File: config.mk
export PLATFORM = sky130hd
export DESIGN_NAME = signal_cross
export DESIGN_NICKNAME = d
export VERILOG_FILES = /design/src/rtl/signal_cross_pkg.sv /design/src/rtl/signal_cross_fp_gt.sv /design/src/rtl/signal_cross.sv
export SDC_FILE = /design/constraint.sdc
export NUM_CORES = 1
export LEC_CHECK = 0
export ABC_AREA = 1
export CAP_MARGIN = 10
export CORE_MARGIN = 1
export CORE_UTILIZATION = 60
export CTS_CLUSTER_DIAMETER = 40
export CTS_CLUSTER_SIZE = 30
export DETAILED_ROUTE_END_ITERATION = 12
export DONT_BUFFER_PORTS = 1
export PLACE_DENSITY = 0.78
export SLEW_MARGIN = 0
export SYNTH_ARGS = -nofsm -noshare
export SYNTH_HDL_FRONTEND = slang
export SYNTH_HIERARCHICAL = 1
export SYNTH_SLANG_ARGS = --single-unit
File: constraint.sdc
create_clock -name clk -period 2.5 [get_ports clk]
set_input_delay 0 -clock clk [delete_from_list [all_inputs] [get_ports clk]]
set_output_delay 0 -clock clk [all_outputs]
set_load 0.02 [all_outputs]
File: src/rtl/signal_cross_pkg.sv
// -----------------------------------------------------------------------------
// signal_cross_pkg -- shared fpu package for the crossover signal block.
//
// Provides:
//   FP_W        float width (IEEE-754 single)
//   FP_NAN_EXP  all-ones exponent that marks Inf/NaN
//   state_e     trend state encoding, which is also the trend output encoding
//   is_nan()    NaN test: exponent all ones, mantissa nonzero
// -----------------------------------------------------------------------------
package signal_cross_pkg;

  localparam int         FP_W       = 32;
  localparam int         FP_EXP_W   = 8;
  localparam int         FP_MAN_W   = 23;
  localparam logic [7:0] FP_NAN_EXP = 8'hFF;

  typedef enum logic [1:0] {
    ST_UNPRIMED = 2'b00,
    ST_ABOVE    = 2'b01,
    ST_BELOW    = 2'b10
  } state_e;

  function automatic logic is_nan(input logic [FP_W-1:0] f);
    return (f[FP_W-2 -: FP_EXP_W] == FP_NAN_EXP) && (f[FP_MAN_W-1:0] != '0);
  endfunction

endpackage

File: src/rtl/signal_cross_fp_gt.sv
// -----------------------------------------------------------------------------
// fp_gt -- combinational IEEE-754 single "greater than" (f1 > f2).
//
// Ports:
//   f1  input  [31:0]  left operand
//   f2  input  [31:0]  right operand
//   gt  output         1 when f1 > f2
//
// NaN operands are screened out by the caller. +0 and -0 compare equal, so
// neither is greater than the other. Inf orders naturally through the
// sign-magnitude rule.
// -----------------------------------------------------------------------------
module fp_gt
  import signal_cross_pkg::*;
(
  input  logic [FP_W-1:0] f1,
  input  logic [FP_W-1:0] f2,
  output logic            gt
);

  logic              s1, s2;
  logic [FP_W-2:0]   m1, m2;
  logic              both_zero;

  assign s1 = f1[FP_W-1];
  assign s2 = f2[FP_W-1];
  assign m1 = f1[FP_W-2:0];
  assign m2 = f2[FP_W-2:0];
  assign both_zero = (m1 == '0) && (m2 == '0);

  // Sign-magnitude ordering: for two negatives the larger magnitude is the
  // smaller value.
  always_comb begin
    if (both_zero)       gt = 1'b0;
    else if (s1 != s2)   gt = s2;
    else if (!s1)        gt = (m1 > m2);
    else                 gt = (m1 < m2);
  end

endmodule

File: src/rtl/signal_cross.sv
// -----------------------------------------------------------------------------
// signal_cross -- fast/slow indicator crossover detector.
//
// Each accepted sample (in_valid && in_ready) is classified as IGNORE (NaN on
// either input), HOLD (bitwise equal) or GT/LT via fp_gt. A three-state FSM
// (UNPRIMED/ABOVE/BELOW) tracks the relation; BELOW->ABOVE raises a buy event,
// ABOVE->BELOW a sell event. Events are registered (latency 1) and held until
// the consumer takes them.
//
// Parameters:
//   COOLDOWN  samples for which events are suppressed after an event (1..255);
//             used only when SIGNAL_CROSS_COOLDOWN_EN is defined.
// Ports:
//   clk        input        clock, rising edge
//   rst_n      input        asynchronous active-low reset
//   in_valid   input        sample present on fast/slow
//   in_ready   output       sample can be accepted this cycle
//   fast       input  [31]  fast indicator (IEEE-754 single)
//   slow       input  [31]  slow indicator (IEEE-754 single)
//   sig_valid  output       event pending
//   sig_ready  input        consumer takes the event this cycle
//   sig_buy    output       pending event is a buy
//   sig_sell   output       pending event is a sell
//   trend      output [1:0] 00 UNPRIMED, 01 ABOVE, 10 BELOW
//
// Configuration macro: SIGNAL_CROSS_COOLDOWN_EN enables the event cooldown
// counter; without it every crossing is emitted.
// -----------------------------------------------------------------------------
module signal_cross
  import signal_cross_pkg::*;
#(
  parameter int COOLDOWN = 4
) (
  input  logic            clk,
  input  logic            rst_n,
  input  logic            in_valid,
  output logic            in_ready,
  input  logic [FP_W-1:0] fast,
  input  logic [FP_W-1:0] slow,
  output logic            sig_valid,
  input  logic            sig_ready,
  output logic            sig_buy,
  output logic            sig_sell,
  output logic [1:0]      trend
);

  if (COOLDOWN < 1 || COOLDOWN > 255) begin : g_bad_cooldown
    $error("signal_cross: COOLDOWN must be in 1..255");
  end

  state_e state_q, state_d;
  logic   sig_valid_q, sig_valid_d;
  logic   sig_buy_q, sig_buy_d;
  logic   sig_sell_q, sig_sell_d;

  logic   gt;
  logic   accept;
  logic   classify;
  logic   cross_buy, cross_sell;
  logic   fire;

  fp_gt u_fp_gt (
    .f1 (fast),
    .f2 (slow),
    .gt (gt)
  );

  // A pending event blocks new samples unless it is consumed this cycle, so
  // an event can never be overwritten before it is seen.
  assign in_ready = !sig_valid_q || sig_ready;
  assign accept   = in_valid && in_ready;
  assign classify = accept && !is_nan(fast) && !is_nan(slow) && (fast != slow);

  // NOTE: every signal driven here gets a default first, so no path can leave
  // it unassigned and infer a latch.
  always_comb begin
    state_d    = state_q;
    cross_buy  = 1'b0;
    cross_sell = 1'b0;
    if (classify) begin
      unique case (state_q)
        ST_UNPRIMED: state_d = gt ? ST_ABOVE : ST_BELOW;
        ST_ABOVE: if (!gt) begin
          state_d    = ST_BELOW;
          cross_sell = 1'b1;
        end
        ST_BELOW: if (gt) begin
          state_d   = ST_ABOVE;
          cross_buy = 1'b1;
        end
        default: state_d = ST_UNPRIMED;
      endcase
    end
  end

`ifdef SIGNAL_CROSS_COOLDOWN_EN
  logic [7:0] cd_cnt_q, cd_cnt_d;

  // The counter value seen at acceptance decides suppression; the state
  // transition happens regardless.
  always_comb begin
    fire     = (cross_buy || cross_sell) && (cd_cnt_q == 8'd0);
    cd_cnt_d = cd_cnt_q;
    if (fire)                           cd_cnt_d = 8'(COOLDOWN);
    else if (accept && cd_cnt_q != 8'd0) cd_cnt_d = cd_cnt_q - 8'd1;
  end

  always_ff @(posedge clk or negedge rst_n) begin
    if (!rst_n) cd_cnt_q <= 8'd0;
    else        cd_cnt_q <= cd_cnt_d;
  end
`else
  assign fire = cross_buy || cross_sell;
`endif

  // A new event wins over clearing: a handshake edge that also produces an
  // event reloads the output register instead of emptying it.
  always_comb begin
    sig_valid_d = sig_valid_q;
    sig_buy_d   = sig_buy_q;
    sig_sell_d  = sig_sell_q;
    if (fire) begin
      sig_valid_d = 1'b1;
      sig_buy_d   = cross_buy;
      sig_sell_d  = cross_sell;
    end else if (sig_valid_q && sig_ready) begin
      sig_valid_d = 1'b0;
      sig_buy_d   = 1'b0;
      sig_sell_d  = 1'b0;
    end
  end

  // NOTE: state registers use non-blocking assignments so every flop samples
  // the pre-edge values, independent of block ordering.
  always_ff @(posedge clk or negedge rst_n) begin
    if (!rst_n) begin
      state_q     <= ST_UNPRIMED;
      sig_valid_q <= 1'b0;
      sig_buy_q   <= 1'b0;
      sig_sell_q  <= 1'b0;
    end else begin
      state_q     <= state_d;
      sig_valid_q <= sig_valid_d;
      sig_buy_q   <= sig_buy_d;
      sig_sell_q  <= sig_sell_d;
    end
  end

  assign sig_valid = sig_valid_q;
  assign sig_buy   = sig_buy_q;
  assign sig_sell  = sig_sell_q;
  assign trend     = state_q;

endmodule

# Yosys cells after proc, flatten, opt, wreduce, memory -nomap -nowiden
# Cells that the tools add are included.
word_totals:
  regBits: 5
  in_bits: 68
  out_inout_bits: 6
  word_cells: 51
op_classes:
  order_cmp: 2
  eq_ne: 8
  muxes: 17
  reduce_logical: 20
op_table:
  columns: ["op", "count"]
  rows:
  - ["31-bit logical NOT", 2]
  - ["23-bit nonzero test", 2]
  - ["32-bit inequality test", 1]
  - ["31-bit > comparator", 1]
  - ["31-bit < comparator", 1]
  - ["8-bit == test, second input constant", 2]
  - ["1-bit 2-to-1 mux", 13]
  - ["1-bit logical AND", 8]
  - ["2-bit 2-to-1 mux", 3]
  - ["2-bit case mux with 3 select lines", 1]
  - ["2-bit inequality test, second input constant", 2]
  - ["1-bit logical NOT", 3]
  - ["3-bit AND reduction", 1]
  - ["2-bit by 1-bit == test with 1-bit output, second input constant", 1]
  - ["2-bit == test, second input constant", 1]
  - ["2-bit logical NOT", 1]
  - ["1-bit logical OR", 2]
  - ["2-bit nonzero test", 1]
  - ["1-bit inequality test", 1]

# Depth between registers and ports, before layout
depth:
  depth_word: 9
  depth_mapped: 19
  depth_no_buf: 19

# Hierarchy
# The synthesis kept the hierarchy.
by_module_without_submodules:
  columns: ["module", "instances", "cells_each", "area_each_um2", "seq_area_each_um2"]
  rows:
  - ["fp_gt", 1, 191, 1092.3, 0.0]
  - ["signal_cross", 1, 155, 907.1, 125.1]

# Least setup slack after synthesis
# No wires, ideal clock.
synth_path:
  path_kind: "input-to-reg"
  start: "in slow[30]"
  end: "reg sig_buy_q (netlist: sig_buy)"
  setup_time_ps: 118
  arrival_time_ps: 1528
  required_time_ps: 2382
  slack_ps: 855
  path_stages: 13
  path_buffers: 0
  path_cell_list: "inv_1 ha_1 a21o_1 nor2_1 nand2_1 a21oi_2 nand2_2 a21oi_1 nor2_2 nor3_1 o211ai_2 nand3_1 nand2_1"
synth_via:
  elab_chain_cells: 9
  elab_cells_between_ends: 22
  classes_between: "order compare (2); eq/ne (2); mux (10); reduce/logical (8)"
synth_rtl:
  columns: ["item", "line", "text"]
  rows:
  - ["start, declared", "signal_cross.sv:39", "input logic [FP_W-1:0] slow,"]
  - ["31-bit > comparator or 31-bit < comparator (tied branches)", "signal_cross_fp_gt.sv:36, signal_cross_fp_gt.sv:37", null]
  - ["1-bit 2-to-1 mux", "signal_cross_fp_gt.sv:36", "else if (!s1) gt = (m1 > m2);"]
  - ["1-bit 2-to-1 mux", "signal_cross_fp_gt.sv:35", "else if (s1 != s2) gt = s2;"]
  - ["1-bit 2-to-1 mux (*)", "signal_cross_fp_gt.sv:34", "if (both_zero) gt = 1'b0;"]
  - ["net gt", "signal_cross.sv:56", "logic gt;"]
  - ["1-bit 2-to-1 mux (on tied branches)", "signal_cross.sv:87, signal_cross.sv:83", null]
  - ["1-bit 2-to-1 mux", "signal_cross.sv:81", "unique case (state_q)"]
  - ["1-bit 2-to-1 mux", "signal_cross.sv:80", "if (classify) begin"]
  - ["1-bit logical OR", "signal_cross.sv:113", "assign fire = cross_buy || cross_sell;"]
  - ["1-bit 2-to-1 mux or 2-bit nonzero test (tied branches)", null, null]
  - ["end signal, assigned", "signal_cross.sv:144", "sig_buy_q <= sig_buy_d;"]
  - ["end, declared", "signal_cross.sv:53", "logic sig_buy_q, sig_buy_d;"]
# The timed path passes the listed nets; every way through them passes the cells marked *.
# A chain may end at the register's enable or synchronous reset.

# Final worst setup path
layout_path:
  start: "in slow[22]"
  end: "reg sig_buy_q (netlist: sig_buy)"
# The elaborated chain is that of the path after synthesis.

==> key figures <==
STA
  • Finish-stage setup viols: 0
  • Slew at the pin with the worst max-slew slack: about 0.34 ns
  • Crit path time final: 1.61 ns
  • Final Hold Fails: 0
  • Share of the clock period used by the worst path after layout: between 60% and 70%
  • Max-Slew Margin vs Limit: approximately 77%
  • Maximum operating frequency: approximately 620 MHz
  • Number of pins with negative max-slew slack in the final report: 0
  • Sum of negative setup slack: 0 ns
  • Worst Skew: about 0.0013 ns
  • Setup repair after global routing missed its margin: false

Drt
  • Remaining DRCs: 0
  • Avg Vias per Cell: 5.15
  • Count of antenna-violating nets left after detailed routing: 0
  • Initial DRC count: just under 100
  • Number of optimization iterations in the first detailed-route pass: 4
  • Routed wire length: around 4600 um
  • Total number of vias: about 2000
  • Post-DR wirelength/cell: between 10 and 15 um

Worst setup path
  • Critical path fanouts, max: 5
  • Critical path class: input port to register
  • Crit path max-delay cell type: sky130_fd_sc_hd__ha_1
  • Nature of the critical path startpoint: input port
  • Delay contributed by the slowest stage of the critical path: approximately 0.30 ns
  • Cell seen most often among critical-path stages: sky130_fd_sc_hd__nand2_1
  • Nature of the critical path endpoint: register
  • Ordered list of cells on the worst path: inv_2 -> ha_1 -> a21o_1 -> nor2_1 -> nand2_1 -> a21oi_2 -> nand2_2 -> a21oi_1 -> nor2_2 -> nor3_1 -> o211ai_2 -> nand3_1 -> nand2_1
  • Buf+Inv Stages, Crit Path: 1
  • Cell family with the largest share of critical-path delay: simple AND/OR/NAND/NOR gates
  • Worst endpoint required time: about 2.6 ns
  • Data arrival at the endpoint of the critical path: roughly 1.7 ns

Final layout
  • Antenna diode count: 0
  • Total number of nets in the final design: between 400 and 500
  • Synthesis-to-finish area growth: 5.07%
  • Utilization of the core after routing: roughly two thirds
  • Area taken by flip-flops and latches: 125 sq um
  • Area of the multi-input gates: 0.00165 sq mm
  • Layout fillers: around 350
  • Layout cells sized above 1: 9.66%

CTS
  • CTS H-tree lvls: 1
  • Num CTS Buffers: 3
  • Buffer depth of the longest clock path: 2
  • Setup repair bufs after CTS: 0
  • Clock tree root driver cell: sky130_fd_sc_hd__clkbuf_4
  • Clock latency on the worst-skew pair: between 0.2 and 0.25 ns
  • Sinks on Clock Net: 5
  • Clock-pin slew on the worst setup and hold paths: 0.04 ns
  • Post-cts gate resize count: 0
  • CTS tree: yes

Min path
  • Path class of the lowest-slack min-delay path: input port to asynchronous set/reset pin

Power and ir drop
  • Comb power frac: 54.6%
  • Internal: about 0.00033 W
  • Power dissipated by switching net loads: 0.000309 W
  • Part of the total power dissipated in the clock network: approximately 14%
  • Maximum VDD drop: 117 uV
  • Part of the power in registers: a little under a third
  • LEAKAGE: approximately 1.1 nW
  • Switching share of power: between 40% and 50%
  • Total power per unit cell area: between 300 and 400 mW/mm^2

Global routing
  • Global-route wire length before repair: between 7000 and 8000 um
  • Overflow after GRT: 0
  • Via count of the first global-routing pass: between 1500 and 2000
  • Global-route usage over all layers: between 20% and 30%
  • Pin count of the biggest net entering global routing: 6
  • Initial antenna violation count: 0

Die
  • Initial core utilization: 64.4%
  • Count of standard-cell rows: 20
  • Core area: approximately 0.0031 sq mm
  • Die outline width: 59.7 um
  • Area of the die: roughly 0.0036 sq mm
  • Total I/O pin count: between 70 and 80
  • Die Ht: 59.7 um

Synth
  • Main synth FF type: sky130_fd_sc_hd__dfrtp_1
  • Proportion of synthesized flip-flops having asynchronous set or reset: 100%
  • Yosys warning total: 6
  • Count of distinct cell types in the synthesized netlist: 25
  • Count of flip-flops with a built-in enable after synthesis: 0
  • Post-synthesis average cell area: approximately 5.8 sq um
  • Nets in the synthesized netlist: between 400 and 500
  • Mapped Cells: roughly 350
  • Cell area after synthesis: ~0.002 sq mm
  • Sequential-to-total area share from yosys stat: between 6 and 7%
  • #FFs+latches synth: 5

Flow run
  • Maximum Capacitance Violations: 0

Placement
  • Buffers added on ports: 0
  • RePlAce Congestion: 0.879
  • Total half-perimeter wirelength after legalization and detailed placement: about 4100 um

Outcome
  • Status: finished clean
## synthesized netlist by cell type, types with 2 or more instances
master | instances | area share [%]
sky130_fd_sc_hd__nand2_1 | 93 | 17
sky130_fd_sc_hd__nor2_1 | 57 | 11
sky130_fd_sc_hd__inv_1 | 46 | 8.6
sky130_fd_sc_hd__ha_1 | 31 | 19
sky130_fd_sc_hd__xnor2_1 | 31 | 14
sky130_fd_sc_hd__nand3_1 | 14 | 3.5
sky130_fd_sc_hd__inv_2 | 13 | 2.4
sky130_fd_sc_hd__nand4_1 | 12 | 3.8
sky130_fd_sc_hd__a21oi_1 | 10 | 2.5
sky130_fd_sc_hd__nor4_1 | 8 | 2.5
sky130_fd_sc_hd__nor2_2 | 7 | 2.2
sky130_fd_sc_hd__dfrtp_1 | 5 | 6.3
sky130_fd_sc_hd__nand2_2 | 4 | 1.3
sky130_fd_sc_hd__nor3_1 | 3 | 0.75
sky130_fd_sc_hd__a21o_1 | 2 | 0.75
## placed cells by master (no fill, tap or decap), types with 2 or more instances in the layout
cell type,count
sky130_fd_sc_hd__ha_1,31
sky130_fd_sc_hd__dlygate4sd3_1,2
sky130_fd_sc_hd__a21oi_1,10
sky130_fd_sc_hd__xnor2_1,31
sky130_fd_sc_hd__dfrtp_1,5
sky130_fd_sc_hd__nor3_1,3
sky130_fd_sc_hd__nor2_2,7
sky130_fd_sc_hd__inv_2,13
sky130_fd_sc_hd__a21o_1,2
sky130_fd_sc_hd__nand2_2,4
sky130_fd_sc_hd__inv_1,46
sky130_fd_sc_hd__nand3_1,14
sky130_fd_sc_hd__nor2_1,57
sky130_fd_sc_hd__clkbuf_4,3
sky130_fd_sc_hd__nand4_1,12
sky130_fd_sc_hd__nor4_1,8
sky130_fd_sc_hd__nand2_1,93
## logic make-up after synthesis
kind of cell,count (synthesis),share of synthesized area [%]
compound gates,18,5.82
xor+xnor,31,13.6
fa+ha+maj,31,19.4
buf+inv,60,11.3
flops,5,6.26
simple gates,201,43.7
## per-stage QoR
step / area [sq um] / total power (W) / hold slack, ns / std cells / worst slack [ns]
after CTS: 2100 / 0.000648 / 0.0482 / 396 / 0.892
final: 2100 / 0.000643 / 0.0509 / 396 / 0.889
after global placement: 2050 / 0.000538 / -0.295 / 390 / 0.717
after floorplan: 2000 / 0.000487 / -0.296 / 346 / 0.855
after global routing: 2100 / 0.000717 / 0.0668 / 396 / 0.649
after detailed placement: 2050 / 0.000547 / -0.295 / 390 / 0.644
## final timing paths
path | cells after the start | start | end | slack (ns)
setup reg to reg | 5 | trend[0] | sig_buy | 1.20
hold reg to reg | 2 | sig_sell | sig_sell | 0.65
max in group asynchronous | 1 | rst_n | sig_buy | 2.26
min in group clk | 3 | sig_ready | sig_valid | 0.11
hold / removal | 1 | rst_n | sig_sell | 0.05
setup / recovery | 13 | slow[22] | sig_buy | 0.89
## flip-flops by register name, summed over array words and instances, names as in the netlist
name	cells
sig_buy	1
sig_sell	1
sig_valid	1
trend	2
## per-layer routing
metal  GRT usage, %  up-vias  share of wire (%)
met1           34.5      874                 46
met5              0        -                  0
li1               -     1104                  -
met3           1.08        2                5.9
met2           49.7       61                 48
met4           4.65        0               0.31
## area by class of cell
type	count	share of cell area [%]
Tap cell	44	2.62
Inverter	60	10.7
Sequential cell	5	5.96
Clock buffer	4	1.25
Multi-Input combinational cell	281	78.5
Timing Repair Buffer	2	0.953
## power groups by stage
stage | Combinational [W] | Clock [W] | Sequential (W)
after floorplan | 0.000295 | 0 | 0.000193
after global placement | 0.000338 | 0 | 0.000200
after detailed placement | 0.000346 | 0 | 0.000201
after CTS | 0.000352 | 0.0000958 | 0.000200
after global routing | 0.000411 | 0.0000988 | 0.000208
final | 0.000351 | 0.0000917 | 0.000200
## what timing repair did
item,4_1_cts,5_1_grt
endpoints found under the hold margin,7,0
setup endpoints to repair,0,0
hold buffers,2,0
(Power assumes the default switching activity.)
